**src/rtl/i2s_receiver.sv**
```systemverilog
// Philips-I2S receiver: deserialises MSB-first left/right words on rising sck
// and presents each complete stereo pair with a one-cycle ock strobe.
module i2s_receiver #(
  parameter int unsigned b = 16
) (
  input  logic         sck,
  input  logic         rst,
  input  logic         ws,
  input  logic         sd,
  output logic [b-1:0] l,
  output logic [b-1:0] r,
  output logic         ock
);

  localparam int unsigned CW = $clog2(b + 1);

  typedef enum logic {
    ST_HUNT,
    ST_SYNCED
  } state_t;

  state_t          state_q, state_d;
  logic            ws_q, ws_d;
  logic [b-1:0]    buf_q, buf_d;
  logic [CW-1:0]   cnt_q, cnt_d;
  logic [b-1:0]    lhold_q, lhold_d;
  logic            lvalid_q, lvalid_d;
  logic [b-1:0]    l_q, l_d;
  logic [b-1:0]    r_q, r_d;
  logic            ock_q, ock_d;

  logic            trans;
  logic [b-1:0]    buf_fill;
  logic [CW-1:0]   cnt_fill;

  always_comb begin
    state_d  = state_q;
    ws_d     = ws;
    buf_d    = buf_q;
    cnt_d    = cnt_q;
    lhold_d  = lhold_q;
    lvalid_d = lvalid_q;
    l_d      = l_q;
    r_d      = r_q;
    ock_d    = 1'b0;

    trans    = (ws != ws_q);

    // Store the sampled bit until the counter saturates; later bits are dropped.
    buf_fill = buf_q;
    cnt_fill = cnt_q;
    for (int unsigned i = 0; i < b; i++) begin
      if (CW'(i) == cnt_q) begin
        buf_fill[b-1-i] = sd;
      end
    end
    if (cnt_q != CW'(b)) begin
      cnt_fill = cnt_q + CW'(1);
    end

    unique case (state_q)
      ST_HUNT: begin
        if (trans && ws_q && !ws) begin
          state_d = ST_SYNCED;
          buf_d   = '0;
          cnt_d   = '0;
        end
      end
      ST_SYNCED: begin
        buf_d = buf_fill;
        cnt_d = cnt_fill;
        if (trans) begin
          if (!ws_q) begin
            lhold_d  = buf_fill;
            lvalid_d = 1'b1;
          end else begin
            if (lvalid_q) begin
              l_d   = lhold_q;
              r_d   = buf_fill;
              ock_d = 1'b1;
            end
            lvalid_d = 1'b0;
          end
          buf_d = '0;
          cnt_d = '0;
        end
      end
      default: state_d = ST_HUNT;
    endcase
  end

  always_ff @(posedge sck) begin
    if (rst) begin
      state_q  <= ST_HUNT;
      ws_q     <= 1'b0;
      buf_q    <= '0;
      cnt_q    <= '0;
      lhold_q  <= '0;
      lvalid_q <= 1'b0;
      l_q      <= '0;
      r_q      <= '0;
      ock_q    <= 1'b0;
    end else begin
      state_q  <= state_d;
      ws_q     <= ws_d;
      buf_q    <= buf_d;
      cnt_q    <= cnt_d;
      lhold_q  <= lhold_d;
      lvalid_q <= lvalid_d;
      l_q      <= l_d;
      r_q      <= r_d;
      ock_q    <= ock_d;
    end
  end

  assign l   = l_q;
  assign r   = r_q;
  assign ock = ock_q;

endmodule

```
**config.mk**
```make
export PLATFORM = sky130hd
export DESIGN_NAME = i2s_receiver
export DESIGN_NICKNAME = d
export VERILOG_FILES = /design/src/rtl/i2s_receiver.sv
export SDC_FILE = /design/constraint.sdc
export NUM_CORES = 1
export LEC_CHECK = 0
export ABC_CLOCK_PERIOD_IN_PS = 1600
export CAP_MARGIN = 20
export CORE_MARGIN = 2
export CORE_UTILIZATION = 56
export DETAILED_ROUTE_END_ITERATION = 10
export DONT_BUFFER_PORTS = 1
export PLACE_DENSITY = 0.74
export SLEW_MARGIN = 5
export SYNTH_ARGS = -nofsm -noshare
export SYNTH_HDL_FRONTEND = slang
export SYNTH_SLANG_ARGS = --single-unit
```
**constraint.sdc**
```tcl
create_clock -name sck -period 1.6 [get_ports sck]
set_input_delay 0.4 -clock sck [delete_from_list [all_inputs] [get_ports sck]]
set_output_delay 0.4 -clock sck [all_outputs]
set_load 0.05 [all_outputs]
```
# Word-level counts from Yosys, hierarchy flattened
# Index checks and enable logic that the tools add are counted.
dict set report op_classes {
  add_sub_neg 1
  n_mul 0
  n_div 0
  magnitude_cmp 0
  eq_ne 19
  shifts 0
  mux 27
  bitwise 3
  reduce_logical 9
}
# op count
set op_table {}
lappend op_table {{$eq A4 B5 Y1 const A} 8}
lappend op_table {{$mux W16} 2}
lappend op_table {{$pmux W16 S2} 1}
lappend op_table {{$eq A3 B5 Y1 const A} 4}
lappend op_table {{$mux W1} 20}
lappend op_table {{$mux W5} 3}
lappend op_table {{$eq A2 B5 Y1 const A} 2}
lappend op_table {{$pmux W5 S2} 1}
lappend op_table {{$add A5 B1 Y5 const B} 1}
lappend op_table {{$eq A1 B5 Y1 const A} 1}
lappend op_table {{$logic_not A5 Y1} 1}
lappend op_table {{$ne A5 B5 Y1 const B} 1}
lappend op_table {{$reduce_and A2 Y1} 2}
lappend op_table {{$reduce_and A4 Y1} 1}
lappend op_table {{$reduce_or A4 Y1} 1}
lappend op_table {{$ne A3 B1 Y1 const B} 1}
lappend op_table {{$not A1 Y1} 3}
lappend op_table {{$reduce_and A3 Y1} 1}
lappend op_table {{$logic_and A1 B1 Y1} 2}
lappend op_table {{$ne A2 B2 Y1 const B} 1}
lappend op_table {{$logic_not A1 Y1} 1}
lappend op_table {{$ne A1 B1 Y1} 1}
dict set report totals {
  register_bits 73
  latchBits 0
  ram_bits 0
  rom_bits 0
  output_inout_bits 33
  memories 0
}

# Depth between registers and ports, before layout
# Gate-level depths: netlist of the first run.
dict set report logic_depth {
  depth_word 5
  mapped_depth 7
}

# Worst setup path after synthesis of the first run
# No wires, ideal clock.
dict set report synth_timing {
  path_kind {input-to-reg}
  startpoint {input port ws}
  endpoint {register cnt_q[0]}
  setup_ps 121
  arrival_time_ps 1584
  t_required_ps 1479
  slack_ps -105
  stages 5
  n_path_buf 0
  path_cell_list {inv_1 ha_1 and4b_1 a31o_2 mux2_4}
}
dict set report synth_via {
  elab_chain_len 5
  elab_cells_between_ends 9
}
# element line
set synth_rtl {}
lappend synth_rtl {{from (decl)} 8} ;# input logic ws,
lappend synth_rtl {{$ne A1 B1 Y1} 47} ;# trans = (ws != ws_q);
lappend synth_rtl {{$logic_and A1 B1 Y1 (2 in a row)} 63} ;# if (trans && ws_q && !ws) begin
lappend synth_rtl {{$ne A2 B2 Y1 (no line)} n/a}
lappend synth_rtl {{$reduce_and A2 Y1 (no line)} n/a}
lappend synth_rtl {{to (signal assigned)} 107} ;# cnt_q <= cnt_d;
lappend synth_rtl {{to (decl)} 25} ;# logic [CW-1:0] cnt_q, cnt_d;
# Parallel ways exist; a longest one is shown, timed or not.
# A chain may end at the register's enable or synchronous reset.

# Worst setup path after layout of the first run
dict set report layout_timing {
  startpoint {register cnt_q[1]}
  endpoint {register cnt_q[2]}
}
dict set report layout_via {
  elab_chain_len 4
  elab_cells_between_ends 7
}
# element line
set layout_rtl {}
lappend layout_rtl {{$add A5 B1 Y5} 58} ;# cnt_fill = cnt_q + CW'(1);
lappend layout_rtl {{$mux W5} 57} ;# if (cnt_q != CW'(b)) begin
lappend layout_rtl {{$mux W5} 72} ;# if (trans) begin
lappend layout_rtl {{$pmux W5 S2} 61} ;# unique case (state_q)
# Parallel ways exist; a longest one is shown, timed or not. The select of a mux whose other input is x is not followed.

==> results of run 1 <==
[worst paths after layout]
| kind | start | end | cells past startpoint |
|---|---|---|---|
| worst min-delay path | rst | state_q | 1 |
| worst max register to register | cnt_q[1] | cnt_q[2] | 5 |
| worst min register to register | buf_q[13] | buf_q[13] | 2 |
| worst max-delay path | cnt_q[1] | cnt_q[2] | 5 |
[layout make-up]
cell class                 instances  area, µm²
fill                             422       1730
sequential                        73       1470
multi-input combinational        215       1500
inverter                           6       22.5
timing repair buffer              21        208
clock inverter                     5       55.1
clock buffer                      11        141
tap                               70       87.6
[logic make-up after synthesis]
kind of cell / count (synthesis) / synth area share, %
multiplexers: 19 / 6.68
buffers and inverters: 31 / 5.50
flip-flops: 73 / 47.6
AO/OA/AOI/OAI: 71 / 16.9
adder cells (fa/ha/maj): 6 / 2.44
AND/OR/NAND/NOR: 118 / 20.6
XOR/XNOR: 1 / 0.285
[layout by cell type, fill, tap and decap left out, types with 6 or more instances in the layout]
master	Yosys	layout
a211oi_2	12	12
clkbuf_8	0	10
inv_1	6	6
dfxtp_1	73	69
mux2i_1	16	13
buf_4	3	17
a21oi_1	17	17
and4bb_2	7	7
a211oi_1	21	21
nor2_1	43	43
o21ai_0	16	16
nand2_1	48	48
[routing by layer]
layer / up-vias / global-route usage, % / wire length (µm)
met2: 36 / 34.7 / 3010
met1: 1035 / 24.7 / 2770
met4: 0 / 5.79 / 23
met3: 2 / 8.16 / 292
li1: 1136 / - / -
met5: - / 0 / 0
[flip-flops by register name, indices dropped and copies added, names as in the netlist]
| name | count |
|---|---|
| buf_q | 16 |
| l | 16 |
| lhold_q | 16 |
| r | 16 |
| cnt_q | 5 |
| lvalid_q | 1 |
| ock | 1 |
| state_q | 1 |
| ws_q | 1 |
[worst register-to-register path: stages (launching register included)]
cell	delay (ps)
dfxtp_2	380
inv_1	90
ha_2	190
and4b_1	230
a211o_1	300
a2111oi_4	290
[power by group through the flow]
stage	clock network, mW	registers [mW]	logic (mW)
2_1_floorplan	0	1.89	0.110
4_1_cts	1.45	1.85	0.109
6_report	1.41	1.85	0.111
5_1_grt	1.52	1.85	0.122
3_5_place_dp	0	1.89	0.108
3_3_place_gp	0	1.89	0.106
[timing repair]
item	CTS	global route
endpoints found under the setup margin	7	17
pin swaps	0	1
resized for setup	3	9
hold buffers	0	0
cloned	0	0
==> reports/results.ini, run 1 <==
[status]
status = finished, final reports clean

[placed_design]
globalplace.congestion = 0.803
pre_cts_ws_ps = -45.5
numPortBuffers = 0
dp_hpwl_mm = 3.95
place_area_um2 = 3230
dpl.cell_count = 385

[route]
routed_wirelength_mm = 6.09
drc_errors = 0
firstDrtPassIters = 4
drt_iter0_drc = 81
vias = 2209
avgRoutedWirePerCell_um = 15.2
ant_nets = 0
viasPerCell = 5.51

[layout]
final_layout_size_suffix_gt1_share_pct = 23.6
stdcell_count = 401
fin_util_pct = 66.8
area_delta_synth_final_pct = 13.2
num_antenna_cells = 0
nets = 336
postLayoutCellArea_um2 = 3480

[pwr]
leakagePower_nw = 1.15
seqPwrFrac_pct = 54.9
finalPower_mw = 3.37
pwr-share-clk_pct = 41.8
switchingPower_uw = 728
vdd_drop_max_uv = 695
intPower_mw = 2.65
switching_share_pct = 21.6
combPwrFrac_pct = 3.3
cellPowerDensity_nw_per_um2 = 971

[sta]
tightest_slew_ps = 541
finalMaxSlewViolations = 0
fin_crit_ps = 1570
max_freq_mhz = 636
finalSetupViolations = 0
finalClockSkew_ps = 4.53
min_period_over_period_pct = 98.2
hold_slack_ps = 128
max_slew_margin_pct = 63.9
fin_tns_setup_ps = 0
rsz0062_at_grt = true
fin_ws_ps = 28.3
finalHoldViolCount = 0

[floorplan]
die_x_um = 78.1
rows = 26
coreArea_um2 = 5200
die_area_um2 = 6090
ios = 37
start_util_pct = 59.0
die_h_um = 78.1

[synthesis]
yosys-top-cells-count = 73 x dfxtp_1, 48 x nand2_1, 43 x nor2_1
synth.distinct_cells = 34
syn-num-nets = 329
async_flop_share_pct = 0
ys_seq_elements = 73
synth_top_area_share_pct = 47.6
netlist_instances = 319
netlist_top_cells_area = dfxtp_1 48%, nand2_1 5.9%, nor2_1 5.3%
synth_area_per_cell_um2 = 9.63
synth-edff-count = 0
synth.most_common_cell = dfxtp_1
syn_area_um2 = 3070
ys_warn_count = 0
synth_top_flop_cell = dfxtp_1
ys_seq_area_share_pct = 47.6
yosysTopAreaCell = dfxtp_1

[cts]
clk_latency_ps = 330
root_buffer = clkbuf_8
clk_pin_slew_worst_paths_ps = 70
clkSinkCount = 73
cts_made_buffers = 9
post_cts_buffers = 0
cts.path.max_buffers = 2
cts_tree = yes
cts_max_level = 3

[grt]
antenna_found_initial = 0
grtUsageTotal_pct = 20.7
grt_pass1_vias = 2153
grt_overflow_total = 0
grt_pass1_wl_mm = 9.94
grt_max_degree = 61

[critical_path]
path_delay_family = compound AO/OA/AOI/OAI gates
crit_fanout = 4
ff2ff_setup_slack_ps = 30
arrival_ps = 1810
critPathKind = flop to flop
cp_num_buf_inv = 1
path_cells = inv_1 -> ha_2 -> and4b_1 -> a211o_1 -> a2111oi_4
worstPathRequired_ps = 1840
critPathMaxStageDelay_ps = 380
start_kind = flop
end_kind = flop
crit_slowest_cell = dfxtp_2

[worst_hold_path]
min-delay-path-class = input port to flop

[run]
maxCapViolations = 0

(Power assumes the default switching activity.)
==> inputs of run 2 (changes only) <==
- PLACE_DENSITY: 0.74 -> 0.85
==> run 2 against run 1 <==
  * Critical path depth is the same
  * Wire length grew 9.7%
  * Global-route usage grew 1.3 points
  * Clock skew grew 8.3 ps
  * Core utilization grew 1.5 points
  * Critical path type unchanged
  * Non-clock buffer count grew 2
  * Final cell count grew 0.50%
  * Largest cell class unchanged
  * Maximum frequency grew 1.3%
  * Clock power grew 16%
  * Power grew 6.7%
==> reports/results.ini, run 2 (same netlist as run 1, synthesis figures left out) <==
[route]
vias = 2360  ; +6.8%
avgRoutedWirePerCell_um = 16.6  ; +9.2%
drt_iter0_drc = 163  ; +100%
viasPerCell = 5.86  ; +6.3%
dr_wl_met3_um = 441  ; +51%
drc_errors = 0  ; unchanged
wl_met2_mm = 3.40  ; +13%
firstDrtPassIters = 5  ; +1
routed.top_layer = met4
ant_nets = 0  ; unchanged
routed_wirelength_mm = 6.68  ; +9.7%
drt-met1-wl_mm = 2.70  ; -2.6%

[pwr]
cellPowerDensity_nw_per_um2 = 1010  ; +4.4%
seqPwrFrac_pct = 51.4  ; -3.5 points
intPower_mw = 2.81  ; +6.3%
combPwrFrac_pct = 3.1  ; -0.2 points
switching_share_pct = 21.9  ; +0.27 points
pwr-share-clk_pct = 45.4  ; +3.6 points
leakagePower_nw = 1.20  ; +4.1%
finalPower_mw = 3.60  ; +6.7%
switchingPower_uw = 787  ; +8.0%
vdd_drop_max_uv = 694  ; -0.12%

[critical_path]
r2r-start = ws_q
arrival_ps = 1820  ; about the same
crit_fanout = 15  ; +11
end_kind = flop
worstPathRequired_ps = 1870  ; +30 ps
start_kind = flop
critPathKind = flop to flop
startpoint = ws_q

[grt]
grt_overflow_total = 0  ; unchanged
grt_pass1_wl_mm = 10.4  ; +4.7%
grtUsageTotal_pct = 22.0  ; +1.3 points
grt_pass1_vias = 2200  ; +2.2%
antenna_found_initial = 0  ; unchanged
grt_max_degree = 61  ; unchanged

[sta]
rsz0062_at_grt = true
max_slew_margin_pct = 64.0  ; +0.14 points
fin_crit_ps = 1550  ; -20.8 ps
max_freq_mhz = 645  ; +1.3%
finalMaxSlewViolations = 0  ; unchanged
finalSetupViolations = 0  ; unchanged
fin_tns_setup_ps = 0  ; unchanged
min_period_over_period_pct = 96.9  ; -1.3 points
finalHoldViolCount = 0  ; unchanged
tightest_slew_ps = 539  ; -2.03 ps
finalClockSkew_ps = 12.9  ; +8.33 ps

[worst_hold_path]
min-delay-path-class = input port to flop
worstHoldStart = rst

[layout]
area_delta_synth_final_pct = 15.6
regArea_um2 = 1470  ; about the same
multi_input_area_um2 = 1510  ; +1.1%
num_antenna_cells = 0  ; unchanged
fillers = 375  ; -11%
nets = 338  ; +0.60%
final_common_cell = dfxtp_1
final_cell_mix = 70 x dfxtp_1, 48 x nand2_1, 43 x nor2_1
final_layout_size_suffix_gt1_share_pct = 25.5  ; +2.0 points

[cts]
cts.path.max_buffers = 2  ; unchanged
cts_max_level = 3  ; unchanged
clkSinkCount = 73  ; unchanged
cts_made_buffers = 9  ; unchanged
root_buffer = clkbuf_8
clk_pin_slew_worst_paths_ps = 80  ; about the same
cts_tree = yes
clk_latency_ps = 360  ; +30 ps

[placed_design]
numPortBuffers = 0  ; unchanged
dp_hpwl_mm = 4.21  ; +6.7%
globalplace.congestion = 0.842  ; +4.9%

[floorplan]
coreArea_um2 = 5200  ; unchanged
die_x_um = 78.1  ; unchanged
die_area_um2 = 6090  ; unchanged
die_h_um = 78.1  ; unchanged
ios = 37  ; unchanged
rows = 26  ; unchanged
start_util_pct = 59.0  ; unchanged

[run]
maxCapViolations = 0  ; unchanged

[status]
status = finished, final reports clean

-- run 2: power by group through the flow --
| stage | clock network (mW) | logic, mW | registers [mW] |
|---|---|---|---|
| floorplan | 0 | 0.110 | 1.89 |
| global placement | 0 | 0.106 | 1.89 |
| detailed placement | 0 | 0.110 | 1.89 |
| CTS | 1.65 | 0.112 | 1.85 |
| global route | 1.74 | 0.123 | 1.85 |
| finish | 1.64 | 0.113 | 1.85 |
-- run 2: timing repair --
action	CTS	global route
resized for setup	3	15
endpoints found under the setup margin	6	18
hold buffers	0	0
buffers inserted	0	1
gates cloned	0	1
-- run 2: area by class of cell --
type	count	share of cell area (%)
Timing Repair Buffer	23	6.76
Multi-Input combinational cell	215	42.6
Clock buffer	10	3.87
Tap cell	70	2.47
Inverter	6	0.634
Sequential cell	73	41.2
Clock inverter	6	2.47
-- run 2: final timing paths --
check        endpoint  slack [ps]  cells past startpoint
max reg2reg      r[7]          50                      5
min reg2reg      l[4]         450                      2
min              r[0]         100                      1
max              r[7]          50                      5
-- run 2: critical path, stage by stage, from the launching register on --
cell and delay, ps:
dfxtp_1 340, ha_4 310, and4b_2 280, buf_4 160, clkbuf_16 170, a211oi_1 200
-- run 2: through the flow --
step | cell area (µm²) | hold WS (ps) | instances | worst slack (ps) | utilization (%)
after floorplan | 3080 | 424 | 319 | 9.54 | -
after global placement | 3230 | 432 | 385 | -15.6 | 62.1
after detailed placement | 3230 | 443 | 385 | -61.2 | 62.1
after CTS | 3460 | 91.5 | 401 | 15.6 | 66.6
after global routing | 3550 | 91.2 | 403 | -29.3 | 68.2
final | 3550 | 102 | 403 | 49.1 | 68.2
-- run 2: metal layers --
metal,vias up,track usage [%]
li1,1136,-
met4,0,8.60
met2,69,37.1
met3,15,8.16
met1,1140,25.3
met5,-,0
